[config.mk]
export PLATFORM = sky130hd
export DESIGN_NAME = producer_submodule
export DESIGN_NICKNAME = d
export VERILOG_FILES = /design/src/rtl/producer_submodule.sv
export SDC_FILE = /design/constraint.sdc
export NUM_CORES = 1
export LEC_CHECK = 0
export BUFFER_PORTS_ARGS = -buffer_cell sky130_fd_sc_hd__buf_4
export CORE_AREA = 8 8 95 114
export DETAILED_ROUTE_END_ITERATION = 10
export DIE_AREA = 0 0 103 122
export GPL_ROUTABILITY_DRIVEN = 0
export PLACE_DENSITY = 0.79
export RECOVER_POWER = 25
export SYNTH_ARGS = -nofsm -noshare
export SYNTH_HDL_FRONTEND = slang
export SYNTH_SLANG_ARGS = --single-unit
[constraint.sdc]
create_clock -name clk -period 8 [get_ports clk]
set_input_delay 0.4 -clock clk [delete_from_list [all_inputs] [get_ports clk]]
set_output_delay 0.4 -clock clk [all_outputs]
set_load 0.02 [all_outputs]
[src/rtl/producer_submodule.sv]
// rtl/producer_submodule.sv - phit-link packet source: header, send stamp and payload flits
//
// Builds a packet of max(req_length,2) flits on request and serialises each
// flit LSB-phit-first onto the phit link under out_ready backpressure.
//   flit 0 : header, {src_addr, dest_addr} at addr_place_in_header
//   flit 1 : timer[F-1:0] captured on the acceptance edge
//   flit k : k zero-extended (k >= 2)
//
// Ports:
//   clk, rs (async active-low), en (freezes everything when low)
//   req, req_length, dest_addr, src_addr, timer : request side
//   out_ready                                   : downstream accept
//   outdata, out_new, out_sent_req              : phit link
//   busy, done, sent_count                      : status
//
// Optional feature: define PRODUCER_SENT_COUNT_EN to build the 32-bit
// wrapping packet counter behind sent_count; otherwise it is tied to 0.
module producer_submodule #(
  parameter int flit_size                   = 1,
  parameter int floorplusone_log2_flit_size = 1,
  parameter int phit_size                   = 16,
  parameter int addr_length                 = 8,
  parameter int addr_place_in_header        = 0
) (
  input  logic                   clk,
  input  logic                   rs,
  input  logic                   en,
  input  logic                   req,
  input  logic [15:0]            req_length,
  input  logic [addr_length-1:0] dest_addr,
  input  logic [addr_length-1:0] src_addr,
  input  logic [127:0]           timer,
  input  logic                   out_ready,
  output logic [phit_size-1:0]   outdata,
  output logic                   out_new,
  output logic                   out_sent_req,
  output logic                   busy,
  output logic                   done,
  output logic [31:0]            sent_count
);

  localparam int F  = flit_size * phit_size;
  localparam int PW = floorplusone_log2_flit_size;

  typedef enum logic [1:0] {S_IDLE, S_HEAD, S_STAMP, S_BODY} state_t;

  state_t                 state_q, state_d;
  logic [addr_length-1:0] dest_q, dest_d;
  logic [addr_length-1:0] src_q, src_d;
  logic [15:0]            len_q, len_d;
  logic [15:0]            flit_cnt_q, flit_cnt_d;
  logic [F-1:0]           stamp_q, stamp_d;
  logic [PW-1:0]          phit_idx_q, phit_idx_d;
  logic                   done_q, done_d;

  logic         busy_w;
  logic         last_phit;
  logic         last_flit;
  logic         xfer;
  logic         tail;
  logic [F-1:0] header;
  logic [F-1:0] flit_cur;

  // flit_cnt_q is the index of the flit currently on the link, so the
  // header (index 0) can never be the last flit because L >= 2.
  assign busy_w    = (state_q != S_IDLE);
  assign last_phit = (phit_idx_q == PW'(flit_size - 1));
  assign last_flit = (flit_cnt_q == (len_q - 16'd1));
  assign xfer      = busy_w & en & out_ready;
  assign tail      = xfer & last_phit & last_flit;

  always_comb begin
    header = '0;
    header[addr_place_in_header +: addr_length]               = dest_q;
    header[addr_place_in_header + addr_length +: addr_length] = src_q;
  end

  always_comb begin
    flit_cur = '0;
    case (state_q)
      S_HEAD:  flit_cur = header;
      S_STAMP: flit_cur = stamp_q;
      S_BODY:  flit_cur = F'(flit_cnt_q);
      default: flit_cur = '0;
    endcase
  end

  // Phit mux; IDLE yields an all-zero flit so outdata is 0 there.
  always_comb begin
    outdata = '0;
    for (int i = 0; i < flit_size; i++) begin
      if (phit_idx_q == PW'(i)) outdata = flit_cur[i*phit_size +: phit_size];
    end
  end

  assign out_new      = busy_w & en;
  assign out_sent_req = busy_w & ~(last_phit & last_flit);
  assign busy         = busy_w;
  assign done         = done_q;

  always_comb begin
    state_d    = state_q;
    dest_d     = dest_q;
    src_d      = src_q;
    len_d      = len_q;
    stamp_d    = stamp_q;
    flit_cnt_d = flit_cnt_q;
    phit_idx_d = phit_idx_q;
    done_d     = tail;

    if (state_q == S_IDLE) begin
      if (en && req) begin
        state_d    = S_HEAD;
        dest_d     = dest_addr;
        src_d      = src_addr;
        len_d      = (req_length < 16'd2) ? 16'd2 : req_length;
        stamp_d    = timer[F-1:0];
        flit_cnt_d = '0;
        phit_idx_d = '0;
      end
    end else if (xfer) begin
      if (!last_phit) begin
        phit_idx_d = phit_idx_q + PW'(1);
      end else begin
        phit_idx_d = '0;
        flit_cnt_d = flit_cnt_q + 16'd1;
        case (state_q)
          S_HEAD:  state_d = S_STAMP;
          S_STAMP: state_d = (len_q == 16'd2) ? S_IDLE : S_BODY;
          S_BODY:  if (last_flit) state_d = S_IDLE;
          default: state_d = S_IDLE;
        endcase
      end
    end
  end

  always_ff @(posedge clk or negedge rs) begin
    if (!rs) begin
      state_q    <= S_IDLE;
      dest_q     <= '0;
      src_q      <= '0;
      len_q      <= '0;
      stamp_q    <= '0;
      flit_cnt_q <= '0;
      phit_idx_q <= '0;
      done_q     <= 1'b0;
    end else begin
      state_q    <= state_d;
      dest_q     <= dest_d;
      src_q      <= src_d;
      len_q      <= len_d;
      stamp_q    <= stamp_d;
      flit_cnt_q <= flit_cnt_d;
      phit_idx_q <= phit_idx_d;
      done_q     <= done_d;
    end
  end

`ifdef PRODUCER_SENT_COUNT_EN
  logic [31:0] sent_count_q, sent_count_d;

  always_comb begin
    sent_count_d = sent_count_q;
    if (tail) sent_count_d = sent_count_q + 32'd1;
  end

  always_ff @(posedge clk or negedge rs) begin
    if (!rs) sent_count_q <= '0;
    else     sent_count_q <= sent_count_d;
  end

  assign sent_count = sent_count_q;
`else
  assign sent_count = '0;
`endif

  // Only the low F bits of the global timer form the stamp.
  if (F < 128) begin : g_timer_hi
    logic unused_timer_hi;
    assign unused_timer_hi = ^timer[127:F];
  end

endmodule

# [Word-level counts from Yosys, hierarchy flattened]
# Index checks and enable logic that the tools add are counted.
[classes] addsub=3 magnitude_cmp=1 eq_ne=8 muxes=18 n_bitwise=8 reduce_logical=8
[ops] cell="2-to-1 mux 16 bit" n=6
[ops] cell="one-hot mux 16 bit (3 select lines)" n=1
[ops] cell="adder 16 x 1 -> 16 bit (second input constant)" n=1
[ops] cell="== test 16 bit" n=1
[ops] cell="== test 16 x 2 -> 1 bit (second input constant)" n=1
[ops] cell="< comparator 16 x 2 -> 1 bit (second input constant)" n=1
[ops] cell="subtractor 16 x 1 -> 16 bit (second input constant)" n=1
[ops] cell="2-to-1 mux 2 bit" n=6
[ops] cell="AND 1 bit" n=6
[ops] cell="one-hot mux 2 bit (3 select lines)" n=1
[ops] cell="== test 2 bit (second input constant)" n=2
[ops] cell="2-to-1 mux 1 bit" n=4
[ops] cell="!= test 2 x 1 -> 1 bit (second input constant)" n=2
[ops] cell="AND reduction 2 bit" n=2
[ops] cell="AND reduction 4 bit" n=1
[ops] cell="nonzero test 2 bit" n=2
[ops] cell="!= test 3 bit (second input constant)" n=1
[ops] cell="AND reduction 3 bit" n=1
[ops] cell="== test 2 x 1 -> 1 bit (second input constant)" n=1
[ops] cell="zero test 2 bit" n=1
[ops] cell="inverter 1 bit" n=2
[ops] cell="adder 1 bit (second input constant)" n=1
[ops] cell="logical AND 1 bit" n=1
[totals] reg_bits=68 inputBits=165 output_inout_bits=52 elab_cells=54

# [Longest topological paths before layout]
# Gate-level depths: netlist (run 1).
[logic_depth] word_depth=7 ltp_mapped=9 mapped_depth_nobuf=9

# [Worst setup path before layout (run 1)]
# Ideal clock, no wire load.
[synth_path] path_type="reg-to-output" start="register len_q[2]" end="output out_sent_req" t_arrival_ns=2.682 t_required_ns=7.600 path_slack_ns=4.918 stages_incl_launch_ff=9 n_path_buf=1 path_cell_list="dfrtp_1 > buf_6 > nor4_1 > xnor2_1 > a31oi_1 > or4_1 > or4_4 > nand2b_4 > and2_1"
[synth_via] elab_chain_cells=5
[synth_lines] element="start: declaration" line="50" rtl="logic [15:0] len_q, len_d;"
[synth_lines] element="start signal: assignment" line="151" rtl="len_q <= len_d;"
[synth_lines] element="subtractor 16 x 1 -> 16 bit" line="68" rtl="assign last_flit = (flit_cnt_q == (len_q - 16'd1));"
[synth_lines] element="== test 16 bit" line="68"
[synth_lines] element="AND 1 bit" line="97" rtl="assign out_sent_req = busy_w & ~(last_phit & last_flit);"
[synth_lines] element="inverter 1 bit" line="97"
[synth_lines] element="AND 1 bit" line="97"
[synth_lines] element="end: declaration" line="36" rtl="output logic out_sent_req,"
# No other way between the ends.

# [Final worst setup path (run 1)]
[layout_path] start="register len_q[0]" end="output out_sent_req"
# The elaborated chain is that of the path after synthesis.

==> results of run 1 <==
-- critical path, cell delays in order, from the launching register on --
cell and delay, ns:
dfrtp_1 0.44, inv_1 0.12, ha_1 0.21, nor3b_1 0.60
nand2_1 0.16, xnor2_1 0.15, or4_1 0.41, or4_4 0.52
nand2b_4 0.17, and2_1 0.17, buf_4 0.15
-- cells in the final DEF, fill, tap and decap left out, types with 2 or more instances in the layout --
| master | count |
|---|---|
| dfrtp_1 | 67 |
| o211ai_1 | 2 |
| ha_1 | 7 |
| conb_1 | 32 |
| or4_1 | 3 |
| nand2_1 | 150 |
| a222oi_1 | 16 |
| nor2b_1 | 4 |
| and2_1 | 3 |
| a31oi_1 | 4 |
| nand4_1 | 5 |
| buf_4 | 73 |
| or4_4 | 2 |
| or3_1 | 5 |
| or2_2 | 3 |
| nand3_1 | 13 |
| o311ai_0 | 2 |
| nor3_1 | 7 |
| clkbuf_8 | 11 |
| o21ai_0 | 11 |
| inv_1 | 10 |
| nor2_1 | 37 |
| xnor2_1 | 18 |
| nor3b_1 | 2 |
| nor4_1 | 8 |
| a21oi_1 | 6 |
| xor2_1 | 14 |
-- per-stage QoR --
step | area, um^2 | hold slack (ns)
after floorplan | 4060 | 0.104
after global placement | 4420 | 0.458
after detailed placement | 4420 | 0.463
after CTS | 4630 | 0.176
after global routing | 4620 | 0.232
final | 4620 | 0.230
-- power breakdown --
part	switching (mW)	internal (mW)
clock	0.137	0.162
combinational	0.430	0.297
sequential	0.147	0.479
-- sequential cells by signal, summed over array words and instances (netlist names) --
signal	cells
state_q	2
done	1
stamp_q	16
dest_q	8
len_q	16
flit_cnt_q	16
src_q	8
-- cells by family (layout without fill, tap and decap cells) --
kind of cell / count (synthesis) / after routing / synth area share
compound gates: 48 / 48 / 0.0943
xor+xnor: 32 / 32 / 0.0712
other cells: 1 / 32 / 0.000952
fa+ha+maj: 7 / 7 / 0.0222
buf+inv: 68 / 100 / 0.0975
mux: 1 / 1 / 0.00286
simple gates: 251 / 251 / 0.285
flops: 67 / 67 / 0.426
-- metal layers --
metal,vias to the layer above,track usage,share of wire
met4,0,0.0816,0.020
met5,-,0,0
met3,17,0.0360,0.068
met1,1675,0.177,0.37
met2,129,0.303,0.54
li1,1638,-,-
-- area by class of cell --
type,instances,area share
Clock buffer,11,0.0327
Clock inverter,5,0.0130
Inverter,10,0.00812
Multi-Input combinational cell,371,0.432
Sequential cell,67,0.363
Tap cell,120,0.0325
Timing Repair Buffer,74,0.119
-- worst paths after layout --
kind	slack, ns	cells after the start	start	endpoint
worst max-delay path	4.14	10	len_q[0]	out_sent_req
worst min register to register	0.48	2	src_q[7]	src_q[7]
worst min-delay path	0.23	3	timer[3]	stamp_q[3]
min in group asynchronous	1.26	1	rs	len_q[13]
max in group asynchronous	4.75	1	rs	flit_cnt_q[3]
worst max register to register	4.93	9	len_q[0]	state_q[0]
==> summary.md, run 1 <==
| Metric | Value |
|---|---|
| Starting Density | `0.441` |
| Top cell type's share of synthesized area | `0.426` |
| Ranking of synthesized cells by area | `dfrtp_1 43%, nand2_1 14%, buf_4 6.1%` |
| Actual slew at the worst max-slew pin | `3.57 ns` |
| Unrepaired setup endpoints after global routing | `no` |
| GRT overflow | `0` |
| YS warnings | `0` |
| Pre-Repair DR Iteration Count | `6` |
| Count leader, synth | `nand2_1` |
| Postcts setup bufs | `0` |
| Drt wl/cell | `15.5 um` |
| CTS max path bufs | `2` |
| Die Y | `122 um` |
| Slew Limit Fails | `68` |
| First-pass GRT wire length | `16700 um` |
| Root Buffer | `clkbuf_8` |
| Outcome | `finished, violations left` |
| VDD IR-drop max | `0.133 mV` |
| Vias in the first global route | `3667` |
| Sequential area share after synthesis | `0.426` |
| Worst setup EP type | `output port` |
| Clock sinks | `67` |
| Main flop type after synthesis | `dfrtp_1` |
| Netlist Area Pre-Place | `3940 um^2` |
| Power Total | `1.65 mW` |
| # diodes | `0` |
| Worst Setup Path Type | `flop to output port` |
| Area grow syn2layout | `17.4%` |
| Setup ws final | `4.14 ns` |
| Setup violations, final | `0` |
| Gr usage total | `0.167` |
| Site row count | `38` |
| Multi-input logic area | `2000 um^2` |
| Min cycle time layout | `3.86 ns` |
| I/O Buffers | `72` |
| Post-route ant nets | `0` |
| Hold/Removal Path Class | `input port to flop` |
| Post-CTS Hold Buffers | `0` |
| Fin Setup TNS | `0 ns` |
| Max Cap Viol | `1` |
| I/O Pins | `217` |
| Drc violations | `0` |
| Syn Area/Cell | `8.29 um^2` |
| TritonCTS clock tree | `done` |
| Largest net degree at the start of global routing | `68` |
| DIE WIDTH | `103 um` |
| Die area | `12600 um^2` |
| Post-layout util | `0.517` |
| Failing checks | `max-capacitance violations, max-slew violations` |
| Gate Count Post-Synth | `475` |
| Via density | `5.26` |
| Via count | `3459` |
| Setup WS pre-CTS | `4.55 ns` |
| Hpwl dp | `7340 um` |
| H-tree depth | `3` |
| Initial DRC count | `307` |
| Slew headroom | `-1.38` |
| Fill cells | `846` |
| Clock Skew | `0.00780 ns` |
| Final hold vios | `0` |
| Total core area | `8940 um^2` |
| Post-synth ARST share | `1.00` |
| Standby leakage power | `2.25 nW` |
| Crit share post-route | `0.483` |
| Synth cell types | `46` |
| Finished Layout Cells | `658` |
| CP Launch Type | `flop` |
| Nets | `705` |
| Post-synth EDFFs | `0` |
| Dominant cell type by area after synthesis | `dfrtp_1` |
| Initial antenna violation count | `0` |
| Storage cell area | `1680 um^2` |
| TritonCTS buffer count | `9` |
| Clk pin slew, worst setup/hold paths | `0.08 ns` |
| WL final | `10200 um` |
| Top cells by count, synth | `150 x nand2_1, 67 x dfrtp_1, 37 x nor2_1, 32 x buf_4, 24 x clkbuf_1` |
| Share of layout cells above drive strength 1 | `0.190` |
| Required @ worst endpoint | `7.60 ns` |
| Worst EP arrival | `3.46 ns` |
| Cts repair resizes | `0` |
| Synth Register Bits | `67` |
| Worst-skew pair later-pin latency | `0.35 ns` |
| Critical Path Fanout Max | `6` |
| Pwr dens | `358 nW/um^2` |
| Fmax | `259 MHz` |
| Placed cell count | `642` |
Note: power is estimated with default switching activity, not from simulation.
==> run 2, diff against run 1 <==
--- a/config.mk
+++ b/config.mk
@@ -5,12 +5,13 @@
 export SDC_FILE = /design/constraint.sdc
 export NUM_CORES = 1
 export LEC_CHECK = 0
+export ABC_AREA = 1
 export BUFFER_PORTS_ARGS = -buffer_cell sky130_fd_sc_hd__buf_4
-export CORE_AREA = 8 8 95 114
+export CORE_AREA = 8 8 102 123
 export DETAILED_ROUTE_END_ITERATION = 10
-export DIE_AREA = 0 0 103 122
+export DIE_AREA = 0 0 110 131
 export GPL_ROUTABILITY_DRIVEN = 0
-export PLACE_DENSITY = 0.79
+export PLACE_DENSITY = 0.76
 export RECOVER_POWER = 25
 export SYNTH_ARGS = -nofsm -noshare
 export SYNTH_HDL_FRONTEND = slang
==> constraint.sdc (replaced) <==
create_clock -name clk -period 3.5 [get_ports clk]
set_input_delay 0.175 -clock clk [delete_from_list [all_inputs] [get_ports clk]]
set_output_delay 0.175 -clock clk [all_outputs]
set_load 0.02 [all_outputs]
==> summary.md, run 2 <==
| Metric | Value |
|---|---|
| I/O Pins | `217 (unchanged)` |
| Share of layout cells above drive strength 1 | `0.165 (-0.0246)` |
| Post-layout util | `0.479 (-0.0383)` |
| Post-synth EDFFs | `0 (unchanged)` |
| Area grow syn2layout | `18.4%` |
| CP dominant cell by count | `nand2_1` |
| Cts repair resizes | `0 (unchanged)` |
| Hold/Removal Path Class | `input port to flop` |
| Pre-Repair DR Iteration Count | `4 (-2)` |
| I/O Buffers | `72 (unchanged)` |
| Die area | `14400 um^2 (+15%)` |
| H-tree depth | `3 (unchanged)` |
| Drc violations | `0 (unchanged)` |
| Syn Area/Cell | `6.88 um^2 (-17%)` |
| Top cell type's share of synthesized area | `0.389 (-0.0371)` |
| YS warnings | `0 (unchanged)` |
| Nets | `864 (+23%)` |
| Count leader, synth | `nand2_1` |
| Synth Register Bits | `67 (unchanged)` |
| WL final | `10900 um (+7.2%)` |
| Gate Count Post-Synth | `627 (+32%)` |
| Site row count | `42 (+11%)` |
| Delay-heaviest family, CP | `simple AND/OR/NAND/NOR gates` |
| Fmax | `389 MHz` |
| Pwr dens | `731 nW/um^2 (+100%)` |
| Most common cell after layout, fill and taps aside | `nand2_1` |
| GRT overflow | `0 (unchanged)` |
| Post-synth ARST share | `1.00 (unchanged)` |
| Starting Density | `0.405 (-0.0361)` |
| Crit share post-route | `0.735` |
| Actual slew at the worst max-slew pin | `1.71 ns (-1.86 ns)` |
| Final hold vios | `0 (unchanged)` |
| Hpwl dp | `8200 um (+12%)` |
| Standby leakage power | `2.80 nW (+24%)` |
| Most frequent cells in the layout | `269 x nand2_1, 73 x buf_4, 67 x dfrtp_1, 58 x inv_1, 43 x nand3_1` |
| Dominant cell type by area after synthesis | `dfrtp_1` |
| Fill cells | `1112 (+31%)` |
| Initial DRC count | `200 (-35%)` |
| Setup violations, final | `0 (unchanged)` |
| Vias in the first global route | `3846 (+4.9%)` |
| Min cycle time layout | `2.57 ns` |
| Drt wl/cell | `13.2 um (-15%)` |
| Outcome | `finished, violations left` |
| Failing checks | `max-capacitance violations, max-slew violations` |
| Ranking of synthesized cells by area | `dfrtp_1 39%, nand2_1 23%, buf_4 5.7%` |
| Sequential area share after synthesis | `0.389 (-0.0371)` |
| Clock Skew | `0.00544 ns (-0.00237 ns)` |
| Max incr delay on CP | `0.37 ns (-0.23 ns)` |
| Largest net degree at the start of global routing | `68 (unchanged)` |
| Gr usage total | `0.159 (-0.00787)` |
| Max Cap Viol | `1 (unchanged)` |
| Clock sinks | `67 (unchanged)` |
| Worst setup EP type | `output port` |
| CP max stage cell | `dfrtp_1` |
| Post-route ant nets | `0 (unchanged)` |
| Main flop type after synthesis | `dfrtp_1` |
| TritonCTS clock tree | `done` |
| First-pass GRT wire length | `17900 um (+7.1%)` |
| Largest regs | `flit_cnt_q x16, len_q x16, stamp_q x16` |
| Worst-skew pair later-pin latency | `0.34 ns (about the same)` |
| CTS max path bufs | `2 (unchanged)` |
| Slew Limit Fails | `68 (unchanged)` |
| Required @ worst endpoint | `3.32 ns (-4.28 ns)` |
| Root Buffer | `clkbuf_16` |
| VDD IR-drop max | `0.351 mV (+160%)` |
| Total core area | `10700 um^2 (+19%)` |
| # diodes | `0 (unchanged)` |
| CP Launch Type | `flop` |
| Netlist Area Pre-Place | `4320 um^2 (+9.6%)` |
| Crit path buf inv count | `2 (unchanged)` |
| Clk pin slew, worst setup/hold paths | `0.06 ns (-0.02 ns)` |
| TritonCTS buffer count | `9 (unchanged)` |
| DIE WIDTH | `110 um (+6.8%)` |
| Critical Path Fanout Max | `8 (+2)` |
| Fin Setup TNS | `0 ns (unchanged)` |
| Worst Setup Path Type | `flop to output port` |
| Crit-path cells | `inv_1, ha_1, nand2_2, nor2_4, nand2_1, nand2_1, nand2_1, nor2_1, nand2_1, nor2_2, a31oi_1, buf_4` |
| Via count | `3926 (+14%)` |
| Synth cell types | `33 (-28%)` |
| Via density | `4.74 (-9.9%)` |
| Unrepaired setup endpoints after global routing | `no` |
| Initial antenna violation count | `0 (unchanged)` |
| Slew headroom | `-0.138 (+1.24)` |
| Die Y | `131 um (+7.4%)` |
| Worst EP arrival | `2.40 ns (-1.06 ns)` |
| Top cells by count, synth | `269 x nand2_1, 67 x dfrtp_1, 58 x inv_1, 43 x nand3_1, 33 x buf_4` |
run 2: cell count changes in the layout (fill, tap and decap cells not counted), sizes merged, moves of 4 or more:
cell | before | now
nand2 | 150 | 274
inv | 11 | 59
nand3 | 13 | 48
a222oi | 16 | 0
xnor2 | 18 | 3
o21ai | 11 | 19
a21oi | 6 | 13
clkinv | 2 | 7
nor2 | 38 | 43
nor4 | 9 | 4
or3 | 5 | 0
or4 | 5 | 0
nor2b | 4 | 0
xor2 | 14 | 10
run 2: area by class of cell:
| class | count | area (um^2) | share of cell area |
|---|---|---|---|
| Clock buffer | 9 | 225 | 0.0441 |
| Tap cell | 132 | 165 | 0.0323 |
| Multi-Input combinational cell | 478 | 2200 | 0.432 |
| Sequential cell | 67 | 1680 | 0.328 |
| Clock inverter | 7 | 45.0 | 0.00882 |
| Timing Repair Buffer | 76 | 567 | 0.111 |
| Inverter | 60 | 225 | 0.0441 |
run 2: metrics by stage:
| step | std cells | setup WS [ns] | power, mW | hold slack (ns) | area, um^2 |
|---|---|---|---|---|---|
| global route | 829 | 0.756 | 4.07 | 0.0245 | 5110 |
| global placement | 812 | 1.30 | 2.91 | 0.344 | 4830 |
| finish | 829 | 0.927 | 3.73 | 0.0319 | 5110 |
| floorplan | 658 | 1.40 | 2.48 | -0.121 | 4430 |
| detailed placement | 812 | 1.28 | 2.93 | 0.343 | 4830 |
| CTS | 829 | 0.934 | 3.77 | 0.0192 | 5110 |
run 2: worst reg2reg max path, stage by stage (launching register included):
cell and delay [ns]:
dfrtp_1 0.37, inv_1 0.20, ha_1 0.31, nand2_2 0.15, nor2_4 0.19, nand2_1 0.07
nand2_1 0.09, nand2_1 0.06, nor2_1 0.10, nand2_1 0.07, nor2_2 0.14, nand3_1 0.11
nand3_2 0.09, nand2_1 0.08, nand2_1 0.06, nand2_1 0.05
run 2: cell families (layout without fill, tap and decap cells):
family,after synthesis,after routing,share of synthesized area
and+or+nand+nor,385,385,0.384
other,1,32,0.000869
adders and majority gates,7,7,0.0203
AOI/OAI and AO/OA,41,41,0.0525
xor gates and xnor gates,13,13,0.0264
buffers and inverters,113,152,0.128
DFF,67,67,0.389
run 2: repair_timing:
item	4_1_cts	5_1_grt
buffers inserted	0	0
endpoints found under the hold margin	67	0
hold buffers	1	0
run 2: report_power, final:
part / internal [mW] / switching (mW) / total (mW)
clock: 0.475 / 0.337 / 0.812
combinational: 0.582 / 1.04 / 1.62
sequential: 1.06 / 0.236 / 1.30
run 2: layer usage:
layer,share of wire,global-route usage,up-vias
met5,0,0,-
met4,0.024,0.0756,0
met3,0.048,0.0427,14
met2,0.49,0.256,94
met1,0.44,0.193,1795
li1,-,-,2023
run 2: worst paths after layout:
kind,startpoint,endpoint,slack (ns),cells after the start
max,len_q[0],out_sent_req,0.93,12
min in group asynchronous,rs,len_q[15],0.84,2
max in group asynchronous,rs,done,1.65,2
min,dest_addr[7],dest_q[7],0.03,3
max reg2reg,len_q[0],state_q[0],1.25,15
min reg2reg,stamp_q[8],stamp_q[8],0.48,2
